`config.mk`:
```
export PLATFORM = sky130hd
export DESIGN_NAME = clkdiv_prog
export DESIGN_NICKNAME = d
export VERILOG_FILES = /design/src/rtl/clkdiv_prog.sv
export SDC_FILE = /design/constraint.sdc
export NUM_CORES = 1
export LEC_CHECK = 0
export CAP_MARGIN = 40
export CORE_MARGIN = 5
export CORE_UTILIZATION = 44
export CTS_CLUSTER_SIZE = 30
export DETAILED_ROUTE_END_ITERATION = 7
export SLEW_MARGIN = 0
export SYNTH_ARGS = -nofsm -noshare
export SYNTH_HDL_FRONTEND = slang
export SYNTH_SLANG_ARGS = --single-unit
```
`constraint.sdc`:
```
create_clock -name clk -period 4.2 [get_ports clk]
set_clock_uncertainty 0.2 [all_clocks]
set_input_delay 0.42 -clock clk [delete_from_list [all_inputs] [get_ports clk]]
set_output_delay 0.42 -clock clk [all_outputs]
set_load 0.005 [all_outputs]
```
`src/rtl/clkdiv_prog.sv`:
```
// NCH programmable clock dividers; oclk/tick registered (1 cycle after cnt); a single config slot drops cfg_ready until it commits at the target's wrap.
// Build option CLKDIV_SYNC_EN adds a sync input that restarts every enabled channel at phase 0 together.
module clkdiv_prog #(
    parameter int NCH     = 4,
    parameter int CW      = 16,
    parameter int DIV_RST = 10,
    localparam int CHW    = (NCH > 1) ? $clog2(NCH) : 1
) (
    input  logic            clk,
    input  logic            rst_n,
    input  logic [NCH-1:0]  en,
`ifdef CLKDIV_SYNC_EN
    input  logic            sync,
`endif
    input  logic            cfg_valid,
    output logic            cfg_ready,
    input  logic [CHW-1:0]  cfg_ch,
    input  logic [CW-1:0]   cfg_div,
    input  logic [CW-1:0]   cfg_high,
    output logic [NCH-1:0]  oclk,
    output logic [NCH-1:0]  tick
);

    localparam int DIVR  = (DIV_RST < 2) ? 2 : DIV_RST;
    localparam int HIGHR = (DIVR / 2 < 1) ? 1 : DIVR / 2;

    logic [NCH-1:0][CW-1:0] cnt_q, cnt_d;
    logic [NCH-1:0][CW-1:0] div_q, div_d;
    logic [NCH-1:0][CW-1:0] high_q, high_d;
    logic [NCH-1:0]         oclk_q, oclk_d;
    logic [NCH-1:0]         tick_q, tick_d;
    logic                   pend_q, pend_d;
    logic [CHW-1:0]         pch_q, pch_d;
    logic [CW-1:0]          pdiv_q, pdiv_d;
    logic [CW-1:0]          phigh_q, phigh_d;

    logic                   sync_w;
    logic                   commit;
    logic                   ch_ok;
    logic [CW-1:0]          cdiv;
    logic [CW-1:0]          chigh;
    logic [NCH-1:0]         wrap;

`ifdef CLKDIV_SYNC_EN
    assign sync_w = sync;
`else
    assign sync_w = 1'b0;
`endif

    assign cfg_ready = ~pend_q;
    assign oclk      = oclk_q;
    assign tick      = tick_q;

    always_comb begin
        cdiv   = (pdiv_q < CW'(2)) ? CW'(2) : pdiv_q;
        chigh  = (phigh_q == '0) ? CW'(1) :
                 ((phigh_q >= cdiv) ? (cdiv - CW'(1)) : phigh_q);
        ch_ok  = (int'(pch_q) < NCH);
        commit = 1'b0;
        wrap   = '0;
        for (int i = 0; i < NCH; i++) begin
            wrap[i] = (cnt_q[i] == div_q[i] - CW'(1));
        end
        // Committing only at the wrap (or while idle) keeps both old and new pulse widths intact.
        if (pend_q) begin
            if (!ch_ok) begin
                commit = 1'b1;
            end else begin
                for (int i = 0; i < NCH; i++) begin
                    if (pch_q == CHW'(i) && (!en[i] || wrap[i] || sync_w)) begin
                        commit = 1'b1;
                    end
                end
            end
        end

        for (int i = 0; i < NCH; i++) begin
            cnt_d[i]  = (!en[i] || sync_w || wrap[i]) ? '0 : cnt_q[i] + CW'(1);
            oclk_d[i] = en[i] && (cnt_q[i] < high_q[i]);
            tick_d[i] = en[i] && wrap[i] && !sync_w;
            div_d[i]  = div_q[i];
            high_d[i] = high_q[i];
            if (commit && ch_ok && pch_q == CHW'(i)) begin
                div_d[i]  = cdiv;
                high_d[i] = chigh;
            end
        end

        pend_d  = pend_q;
        pch_d   = pch_q;
        pdiv_d  = pdiv_q;
        phigh_d = phigh_q;
        if (commit) begin
            pend_d = 1'b0;
        end else if (cfg_valid && !pend_q) begin
            pend_d  = 1'b1;
            pch_d   = cfg_ch;
            pdiv_d  = cfg_div;
            phigh_d = cfg_high;
        end
    end

    always_ff @(posedge clk or negedge rst_n) begin
        if (!rst_n) begin
            cnt_q   <= '0;
            div_q   <= {NCH{CW'(DIVR)}};
            high_q  <= {NCH{CW'(HIGHR)}};
            oclk_q  <= '0;
            tick_q  <= '0;
            pend_q  <= 1'b0;
            pch_q   <= '0;
            pdiv_q  <= '0;
            phigh_q <= '0;
        end else begin
            cnt_q   <= cnt_d;
            div_q   <= div_d;
            high_q  <= high_d;
            oclk_q  <= oclk_d;
            tick_q  <= tick_d;
            pend_q  <= pend_d;
            pch_q   <= pch_d;
            pdiv_q  <= pdiv_d;
            phigh_q <= phigh_d;
        end
    end

endmodule
```
## After elaboration in Yosys (flattened, before gate mapping)

Cells that the tools add are included.
Widths: inputs -> output; s select.

- Register bits: 235
- Output and inout bits: 9

- $add $sub $neg: 9
- Order comparisons: 6
- Equal/unequal tests: 7
- Mux-type cells: 14
- Bitwise gates (word level): 2
- Reduce and logical (&&, ||, !) cells: 30

Operators with widths:

| cell | number |
|---|---|
| $mux 16 | 7 |
| $sub 16x1->16 const B | 5 |
| $add 16x1->16 const B | 4 |
| $eq 16x16->1 | 4 |
| $lt 16x16->1 | 4 |
| $logic_and 1x1->1 | 17 |
| $ge 16x16->1 | 1 |
| $logic_not 16->1 | 1 |
| $lt 16x2->1 const B | 1 |
| $mux 1 | 7 |
| $logic_not 1->1 | 5 |
| $eq 2x2->1 const B | 2 |
| $logic_or 1x1->1 | 4 |
| $eq 2x1->1 const B | 1 |
| $logic_not 2->1 | 1 |
| $not 1->1 | 2 |
| $reduce_and 2->1 | 1 |
| $reduce_bool 2->1 | 1 |

## Depth between registers and ports, before layout

Gate-level depths: netlist (run 1).

- Depth in word-level cells: 11
- Depth in mapped cells: 17
- Gate-level depth less buffers: 15

## Least setup slack after synthesis (run 1)

OpenSTA, ideal clock, no wires.

- Path kind: reg2reg
- Start point: register pdiv_q[10]
- End point: register high_q[62] in the netlist's numbering
- Library setup time: 0.128 ns
- Arrival: 4.203 ns
- Data required time: 3.872 ns
- Slack: -0.330 ns
- Stages on the path, launching flop included: 14
- Period minus slack after synthesis: 4.530 ns
- Path through: dfrtp_1 > or4_1 > or4_1 > o21bai_1 > inv_1 > ha_1 > a21o_1 > a21oi_1 > o21ai_0 > or4b_2 > nand2_1 > clkbuf_1 > mux2_2 > mux2_1

- Word-level cells in the longest chain between the ends: 5
- Elaborated cells between the ends (all ways): 6

RTL lines:

| what | line | text |
|---|---|---|
| start: declaration | 34 | `logic [CW-1:0] pdiv_q, pdiv_d;` |
| start signal: assignment | 122 | `pdiv_q <= pdiv_d;` |
| $lt 16x2->1 | 55 | `cdiv = (pdiv_q < CW'(2)) ? CW'(2) : pdiv_q;` |
| $mux 16 * | 55 |  |
| $sub 16x1->16 / $ge 16x16->1 (equally long branches) | 57 | `((phigh_q >= cdiv) ? (cdiv - CW'(1)) : phigh_q);` |
| $mux 16 * | 57 |  |
| $mux 16 * | 56 | `chigh = (phigh_q == '0) ? CW'(1) :` |
| end signal: assignment | 107 | `high_q <= {NCH{CW'(HIGHR)}};` |
| end signal: assignment | 117 | `high_q <= high_d;` |
| end: declaration | 29 | `logic [NCH-1:0][CW-1:0] high_q, high_d;` |

Every way passes the cells marked *; elsewhere a longest branch is shown, timed or not.
A chain may end at the register's enable or synchronous reset.

## Worst setup path in the final report (run 1)

- Start point: register pdiv_q[12]
- End point: register high_q[62] in the netlist's numbering

The elaborated chain is that of the path after synthesis.

==> summary.md, run 1 <==
| Metric | Value |
|---|---|
| H-tree levels | `1` |
| Async set or reset register ratio after synthesis | `100%` |
| ANT cells | `0` |
| Synthesized net count | `1466` |
| Routed len/inst | `20.6 µm` |
| DRT Pass-1 Iters | `7` |
| Outcome | `completed` |
| Setup WS pre-CTS | `0.147 ns` |
| Worst Max-Slew Pin Slew | `1.07 ns` |
| RD Place Congestion | `0.891` |
| Worst Path Arrival | `4.21 ns` |
| Clock sinks | `235` |
| Critical path startpoint | `pdiv_q[12]` |
| Hold Vio Cnt, Final | `0` |
| Cell area after synthesis | `14000 µm²` |
| Peak VDD IR | `0.344 mV` |
| Max cap viols | `0` |
| Post-Synthesis Mean Instance Area | `10.4 µm²` |
| Core area | `31500 µm²` |
| Die width | `188 µm` |
| HPWL after detailed placement | `27900 µm` |
| Worst R2R Start | `pdiv_q[12]` |
| Setup TNS | `0 ns` |
| Hold Startpoint | `cfg_div[7]` |
| Largest net degree at the start of global routing | `135` |
| Vias in the first global route | `10100` |
| Req. time, crit path | `4.43 ns` |
| RSZ-0062 raised after global routing | `no` |
| Crit share post-route | `94.6%` |
| Layout cell share with drive strength beyond 1 | `18.9%` |
| Layout area overhead | `15.2%` |
| Clock Tree Buf Depth | `3` |
| Max_slew headroom | `28.8%` |
| Clk slew on worst S/H paths | `0.06 ns` |
| Vias per cell | `5.53` |
| Seq/Total Area, Yosys | `42.2%` |
| Post-synth EDFFs | `0` |
| Antenna-violating nets left | `0` |
| Worst min-delay path class | `in -> reg` |
| Full die area | `35500 µm²` |
| CP Launch Type | `flip-flop` |
| Vias | `10200` |
| Tot GR Track Use | `21.2%` |
| Buffers on Ports | `49` |
| Distinct cells, synth | `72` |
| Inserted Clock Buffers | `28` |
| Final setup margin | `0.227 ns` |
| Post-Synthesis Cells | `1340` |
| Critical-path maximum fanout | `16` |
| CTS tree | `yes` |
| DR iter-0 viols | `769` |
| Pwr per Cell Area | `713 nW/µm²` |
| Starting Density | `44.4%` |
| I/O Pins | `50` |
| CP Capture Type | `flip-flop` |
| First-pass GRT wire length | `59500 µm` |
| Achievable clock frequency | `0.252 GHz` |
| Final WL | `37800 µm` |
| DIE HEIGHT | `188 µm` |
| Slew Limit Fails | `0` |
| Clock root buffer | `clkbuf_16` |
| Ys Warns | `0` |
| Leak | `7.29 nW` |
| Congestion Overflow GR | `0` |
| Post-route DRC | `0` |
| FP Rows | `65` |
| # nets final | `1536` |
| Period minus WS final | `3.97 ns` |
| Setup violations, final | `0` |
| Setup CP Type | `reg -> reg` |
| Flops & latches, synth | `235` |
| Clk_lat worst skew | `0.56 ns` |
| Top_reg_cell synth | `dfrtp_1` |
| Initial antenna violation count | `0` |
## cell usage in the layout, fill, tap and decap left out, drive strengths merged, types with 43 or more instances in the layout
cell           count
nor2             122
nand3             51
o21ai             43
ha                85
xnor2             79
clkdlybuf4s50     48
dfrtp            219
inv              111
xor2              65
mux2             150
nand2             53
## final cells by class
| type | instances | area (µm²) |
|---|---|---|
| fillers | 2850 | 15400 |
| clock inverters | 15 | 195 |
| well taps | 402 | 503 |
| inverters | 111 | 417 |
| clock buffers | 37 | 806 |
| multi-input cells | 947 | 7450 |
| flip-flops and latches | 235 | 5900 |
| repair buffers | 87 | 847 |
## metrics by stage
stage	utilization, %	total power [mW]	instances	hold slack, ns	area, µm²
floorplan	-	7.20	1340	-0.0756	14000
global placement	47.9	8.71	1779	0.267	15100
detailed placement	47.9	8.85	1781	0.270	15100
CTS	51.1	11.5	1834	0.203	16100
global route	51.2	12.2	1834	0.222	16100
finish	51.2	11.5	1834	0.228	16100
## path summary, 6_finish.rpt
| kind | to | slack [ns] | cells past startpoint |
|---|---|---|---|
| worst max register to register | high_q[62] | 0.23 | 12 |
| worst min-delay path | pdiv_q[7] | 0.23 | 3 |
| worst min register to register | high_q[32] | 0.28 | 2 |
| worst max-delay path | high_q[62] | 0.23 | 12 |
| min in group asynchronous | cnt_q[40] | 0.37 | 2 |
| max in group asynchronous | cnt_q[38] | 2.42 | 3 |
## sequential cells by signal, indices dropped and copies added, names as in the netlist
signal and flops:
cnt_q 64, tick 4, high_q 64, pend_q 1, pdiv_q 16, oclk 4
phigh_q 16, pch_q 2, div_q 64
## logic make-up (layout without fill, tap and decap cells)
| kind of cell | Yosys count | after routing | share of synthesized area (%) |
|---|---|---|---|
| mux | 165 | 165 | 13.8 |
| xor+xnor | 144 | 144 | 9.02 |
| compound gates | 159 | 159 | 7.61 |
| fa+ha+maj | 86 | 86 | 7.68 |
| simple gates | 393 | 393 | 14.8 |
| buf+inv | 158 | 250 | 4.86 |
| flops | 235 | 235 | 42.2 |
## cell usage after synthesis (26+ instances only)
cell type  instances  area [µm²]
a21oi_1           36         180
clkbuf_1          29         109
dfrtp_1          219        5480
ha_1              85        1060
inv_1            111         417
mux2_2           121        1360
mux2_4            26         390
nand2_1           53         199
nand3_1           51         255
nor2_1           122         458
o21ai_0           42         210
xnor2_1           79         692
xor2_1            65         569
## report_power, final
part           internal [mW]  switching (mW)  total (mW)
clock                   1.59           0.994        2.59
sequential              3.10            1.09        4.19
combinational           2.31            2.40        4.71
total                   7.01            4.48        11.5
## critical path: stages, from the launching register on
cell      delay (ns)
dfrtp_1         0.38
or4_4           0.57
or4_1           0.45
o21bai_2        0.18
inv_1           0.07
ha_1            0.27
a21o_1          0.10
a21oi_1         0.05
o21ai_0         0.17
or4b_4          0.53
nand2_8         0.18
mux2_2          0.39
mux2_1          0.30
## routing by layer
layer	routed length [µm]	vias up	GRT usage (%)
li1	-	4829	-
met1	17600	5060	30.5
met2	17800	225	34.7
met3	1670	37	2.69
met4	726	0	4.04
met5	0	-	0
## timing repair
| action | in CTS | in global routing |
|---|---|---|
| resized for setup | 0 | 3 |
| hold buffers | 1 | 0 |
| hold endpoints to repair | 124 | 0 |
| setup buffers | 0 | 0 |
| setup endpoints to repair | 0 | 60 |
(Power assumes the default switching activity.)
==> run 2: changes to the inputs <==
- CORE_ASPECT_RATIO: default -> 1.1
==> run 2 against run 1 <==
  * Non-clock buffer count is the same
  * Utilization shrank 0.26 points
  * Die area about the same
  * Combinational power is 1% higher
  * Hold slack worse by 0.020 ns
  * Sequential power is 1% lower
  * Critical path depth unchanged
  * Setup slack worse by 0.0092 ns
  * Sequential share of layout area grew 0.28 points
  * Clock power shrank 12%
  * Via count grew 0.72%
  * Global-route usage up 0.61 points
  * Critical endpoint unchanged
==> summary.md, run 2 (synthesis results as in run 1) <==
| Metric | Value |
|---|---|
| Post-DP Area | `15100 µm² (+0.17%)` |
| Slew Limit Fails | `0 (unchanged)` |
| Layout area overhead | `14.4%` |
| Post-route DRC | `0 (unchanged)` |
| Largest net degree at the start of global routing | `93 (-31%)` |
| Peak VDD IR | `0.383 mV (+11%)` |
| Full die area | `35500 µm² (about the same)` |
| Leak | `7.22 nW (-0.94%)` |
| Inserted Clock Buffers | `27 (-3.6%)` |
| Initial antenna violation count | `2 (+2)` |
| DRT Pass-1 Iters | `5 (-2)` |
| Crit share post-route | `94.8% (+0.22 points)` |
| Finished Layout Cells | `1849 (+0.82%)` |
| RSZ-0062 raised after global routing | `no` |
| Most common cell after layout, fill and taps aside | `dfrtp_1` |
| Achievable clock frequency | `0.251 GHz (-0.23%)` |
| Clock sinks | `235 (unchanged)` |
| Die width | `180 µm (-4.4%)` |
| Routed len/inst | `20.9 µm (+1.3%)` |
| HPWL after detailed placement | `28400 µm (+1.7%)` |
| Worst path max stage delay | `0.57 ns (about the same)` |
| DR iter-0 viols | `785 (+2.1%)` |
| CTS tree | `yes` |
| Clk slew on worst S/H paths | `0.06 ns (about the same)` |
| Clock root buffer | `clkbuf_16` |
| Max_slew headroom | `41.9% (+13 points)` |
| Worst Path Arrival | `4.21 ns (about the same)` |
| Pwr per Cell Area | `701 nW/µm² (-1.6%)` |
| CP Launch Type | `flip-flop` |
| Crit path cell chain | `or4_4 > or4_1 > o21bai_2 > inv_1 > ha_1 > a21o_1 > a21oi_1 > o21ai_0 > or4b_4 > nand2_8 > mux2_2 > mux2_1` |
| Dpl cells | `1799 (+1.0%)` |
| Hold Vio Cnt, Final | `0 (unchanged)` |
| CP Capture Type | `flip-flop` |
| Worst path slowest cell | `or4_4` |
| Starting Density | `44.5% (+0.11 points)` |
| Congestion Overflow GR | `0 (unchanged)` |
| Setup violations, final | `0 (unchanged)` |
| Setup WS pre-CTS | `0.151 ns (+0.00481 ns)` |
| Setup TNS | `0 ns (unchanged)` |
| Period minus WS final | `3.98 ns (+0.00923 ns)` |
| Vias | `10200 (+0.72%)` |
| DIE HEIGHT | `197 µm (+4.6%)` |
| # nets final | `1535 (-0.065%)` |
| Largest regs | `cnt_q: 64 flops, div_q: 64 flops, high_q: 64 flops` |
| H-tree levels | `1 (unchanged)` |
| Final Instance Area | `16000 µm² (-0.75%)` |
| Max cap viols | `0 (unchanged)` |
| Vias in the first global route | `10300 (+2.8%)` |
| Worst min-delay path class | `in -> async` |
| Setup CP Type | `reg -> reg` |
| Core area | `31400 µm² (-0.25%)` |
| FP Rows | `68 (+4.6%)` |
| Clk_lat worst skew | `0.55 ns (about the same)` |
| RD Place Congestion | `0.953 (+6.9%)` |
| Antenna-violating nets left | `0 (unchanged)` |
| Final setup margin | `0.218 ns (-0.00923 ns)` |
| Post-layout util | `50.9% (-0.26 points)` |
| First-pass GRT wire length | `61100 µm (+2.7%)` |
| Buffers on Ports | `49 (unchanged)` |
| Req. time, crit path | `4.42 ns (about the same)` |
| Layout cell share with drive strength beyond 1 | `18.4% (-0.52 points)` |
| Final WL | `38600 µm (+2.2%)` |
| I/O Pins | `50 (unchanged)` |
| Clock Tree Buf Depth | `3 (unchanged)` |
| Commonest non-fill, non-tap cells in the layout | `219 x dfrtp_1, 122 x nor2_1, 121 x mux2_2` |
| Critical-path maximum fanout | `16 (unchanged)` |
| Worst Max-Slew Pin Slew | `0.860 ns (-0.208 ns)` |
| # Post-CTS Setup Buffers | `0 (unchanged)` |
| ANT cells | `0 (unchanged)` |
| Outcome | `completed` |
| Tot GR Track Use | `21.8% (+0.61 points)` |
| Vias per cell | `5.53 (about the same)` |
==> run 2: cell types whose count changed in the layout (fill, tap and decap cells not counted) <==
cell and change:
clkbuf_1 +4, bufinv_16 -3, clkbuf_16 -2, clkinv_4 -2
buf_2 -1, buf_4 +1, clkinvlp_4 -1, inv_6 +1
nor3_1 +1, nor3_2 -1
==> run 2: layout make-up <==
class                           instances  area, µm²
Sequential cell                       235       5900
Clock inverter                         10       88.8
Timing Repair Buffer                   87        850
Clock buffer                           39        771
Multi-Input combinational cell        947       7440
Fill cell                            2787      15400
Tap cell                              420        526
Inverter                              111        417
==> run 2: worst max-delay path: cells and delay by family (launching register included) <==
kind                       cells  cell delay (ns)
and+or+nand+nor                4             1.72
muxes                          2             0.68
AOI/OAI and AO/OA              4             0.52
DFF                            1             0.37
adders and majority gates      1             0.27
buffers and inverters          1             0.08
==> run 2: where the power goes <==
group          leakage, nW  total, mW  switching, mW  internal, mW
Sequential            2.96       4.15           1.05          3.10
Clock                0.412       2.29          0.959          1.33
Combinational         3.85       4.78           2.46          2.32
==> run 2: repair_timing <==
action	4_1_cts	5_1_grt
hold buffers	1	0
resized for setup	0	2
endpoints found under the hold margin	61	0
endpoints found under the setup margin	0	56
==> run 2: routing by layer <==
metal | GRT usage (%) | share of wire, % | up-vias
met2 | 34.4 | 45 | 266
met4 | 8.89 | 4.6 | 0
met1 | 30.4 | 45 | 5047
met3 | 3.29 | 5.5 | 81
li1 | - | - | 4830
met5 | 0 | 0 | -
==> run 2: final timing paths <==
kind	startpoint	to	slack [ns]	cells past startpoint
min in group clk	cfg_div[7]	pdiv_q[7]	0.24	3
max	pdiv_q[12]	high_q[62]	0.22	12
max reg2reg	pdiv_q[12]	high_q[62]	0.22	12
min	rst_n	div_q[9]	0.21	2
min reg2reg	high_q[32]	high_q[32]	0.29	2
max in group asynchronous	rst_n	phigh_q[9]	2.61	3
==> run 2: stage by stage <==
stage | power, mW | hold WS [ns]
finish | 11.2 | 0.207
global route | 12.0 | 0.262
CTS | 11.3 | 0.216
detailed placement | 8.89 | 0.208
global placement | 8.76 | 0.202
floorplan | 7.20 | -0.0756
==> run 3: changes to the inputs <==
- CTS_BUF_LIST: default -> sky130_fd_sc_hd__clkbuf_4 sky130_fd_sc_hd__clkbuf_8
==> run 3 against run 2 <==
  * Hold slack got worse by 0.013 ns
  * Non-clock buffer count unchanged
  * Setup slack improved by 0.013 ns
  * Utilization increased by 0.26 points
  * Via count increased by 1.8%
  * Critical endpoint unchanged
==> summary.md, run 3 (synthesis results as in run 1) <==
| Metric | Value |
|---|---|
| Outcome | `completed` |
| Crit share post-route | `94.5% (-0.30 points)` |
| Clock root buffer | `clkbuf_8` |
| Met2 wire len | `17500 µm (+2.2%)` |
| First-pass GRT wire length | `62100 µm (+1.6%)` |
| Tot GR Track Use | `22.1% (+0.33 points)` |
| Vias in the first global route | `10500 (+1.4%)` |
| # nets final | `1550 (+0.98%)` |
| FP Rows | `68 (unchanged)` |
| Buffers on Ports | `49 (unchanged)` |
| Fillers | `2798 (+0.39%)` |
| Die width | `180 µm (unchanged)` |
| Antenna-violating nets left | `0 (unchanged)` |
| Clock Tree Buf Depth | `3 (unchanged)` |
| Largest net degree at the start of global routing | `93 (unchanged)` |
| Clk slew on worst S/H paths | `0.06 ns (about the same)` |
| Starting Density | `44.5% (unchanged)` |
| I/O Pins | `50 (unchanged)` |
| DR iter-0 viols | `868 (+11%)` |
| Inserted Clock Buffers | `42 (+56%)` |
| Wl on met1 | `17900 µm (+2.3%)` |
| CP Capture Type | `flip-flop` |
| RD Place Congestion | `0.953 (unchanged)` |
| Period minus WS final | `3.97 ns (-0.0128 ns)` |
| Setup WS pre-CTS | `0.151 ns (unchanged)` |
| Layout area overhead | `14.9%` |
| RSZ-0062 raised after global routing | `no` |
| Worst min-delay path class | `in -> async` |
| Worst Path Arrival | `4.20 ns (about the same)` |
| Slew Limit Fails | `0 (unchanged)` |
| Peak VDD IR | `0.307 mV (-20%)` |
| Post-route DRC | `0 (unchanged)` |
| DRT Pass-1 Iters | `5 (unchanged)` |
| Largest regs | `cnt_q: 64 flops, div_q: 64 flops, high_q: 64 flops` |
| Hold WS | `0.194 ns (-0.0131 ns)` |
| Critical-path maximum fanout | `16 (unchanged)` |
| Final setup margin | `0.230 ns (+0.0128 ns)` |
| Setup TNS | `0 ns (unchanged)` |
| Setup CP Type | `reg -> reg` |
| Core area | `31400 µm² (unchanged)` |
| H-tree levels | `2 (+1)` |
| Initial antenna violation count | `6 (+4)` |
| Layout cell share with drive strength beyond 1 | `20.5% (+2.0 points)` |
| Achievable clock frequency | `0.252 GHz (+0.32%)` |
| Routed len/inst | `20.8 µm (-0.20%)` |
| CP Launch Type | `flip-flop` |
| Req. time, crit path | `4.43 ns (about the same)` |
| Power Total | `11.3 mW (+1.1%)` |
| Vias | `10400 (+1.8%)` |
| Final WL | `39100 µm (+1.4%)` |
| Pwr per Cell Area | `705 nW/µm² (+0.54%)` |
| Setup violations, final | `0 (unchanged)` |
| Clock sinks | `235 (unchanged)` |
| DR WL met3 | `1970 µm (-6.9%)` |
| Clk_lat worst skew | `0.56 ns (about the same)` |
| # Post-CTS Setup Buffers | `0 (unchanged)` |
| Hold Vio Cnt, Final | `0 (unchanged)` |
| Worst Max-Slew Pin Slew | `0.814 ns (-0.0456 ns)` |
| Leak | `7.31 nW (+1.2%)` |
| Max cap viols | `0 (unchanged)` |
| Max_slew headroom | `44.9% (+3.1 points)` |
| HPWL after detailed placement | `28400 µm (unchanged)` |
| Congestion Overflow GR | `0 (unchanged)` |
| Commonest non-fill, non-tap cells in the layout | `219 x dfrtp_1, 122 x nor2_1, 121 x mux2_2` |
| CTS tree | `yes` |
| Full die area | `35500 µm² (unchanged)` |
| DR top layer | `met5` |
| DIE HEIGHT | `197 µm (unchanged)` |
| Most common cell after layout, fill and taps aside | `dfrtp_1` |
| Vias per cell | `5.54 (+0.28%)` |
==> run 3: worst paths after layout <==
kind	startpoint	to	slack, ns	cells after the start
min in group clk	cfg_div[7]	pdiv_q[7]	0.24	3
hold reg to reg	high_q[32]	high_q[32]	0.29	2
setup / recovery	pdiv_q[12]	high_q[62]	0.23	12
max in group asynchronous	rst_n	phigh_q[10]	2.61	3
setup reg to reg	pdiv_q[12]	high_q[62]	0.23	12
hold / removal	rst_n	div_q[9]	0.19	2
==> run 3: metrics by stage <==
stage | area (µm²) | util, % | instances
finish | 16100 | 51.2 | 1878
detailed placement | 15100 | 48.1 | 1799
CTS | 16100 | 51.2 | 1877
global route | 16100 | 51.2 | 1877
floorplan | 14000 | - | 1340
global placement | 15100 | 48.1 | 1797
==> run 3: cell type report <==
class                      instances  area (µm²)  share of cell area (%)
clock buffer                      68         836                    5.20
multi-input combinational        947        7440                    46.3
antenna                            1        2.50                  0.0156
timing repair buffer              87         850                    5.28
clock inverter                     9         104                   0.646
inverter                         111         417                    2.59
sequential                       235        5900                    36.7
tap                              420         526                    3.27
==> run 3: worst max-delay path, stage by stage, from the launching register on <==
cell and delay (ns):
dfrtp_1 0.37, or4_4 0.57, or4_1 0.46, o21bai_2 0.18, inv_1 0.08, ha_1 0.27, a21o_1 0.10, a21oi_1 0.06
o21ai_0 0.18, or4b_4 0.53, nand2_8 0.17, mux2_2 0.39, mux2_1 0.29
==> run 3: timing repair <==
item / 4_1_cts / 5_1_grt
hold buffers: 1 / 0
setup endpoints to repair: 0 / 58
endpoints found under the hold margin: 61 / 0
gates resized for setup: 0 / 2
==> run 3: where the power goes <==
part | internal, mW | switching, mW
logic | 2.32 | 2.47
registers | 3.11 | 1.05
clock network | 1.39 | 0.995
total | 6.81 | 4.52
==> run 3: per-layer routing <==
metal	global-route usage [%]	vias to the layer above
met4	8.72	4
met3	3.69	90
li1	-	4872
met1	30.5	5170
met2	35.2	277
met5	0	-
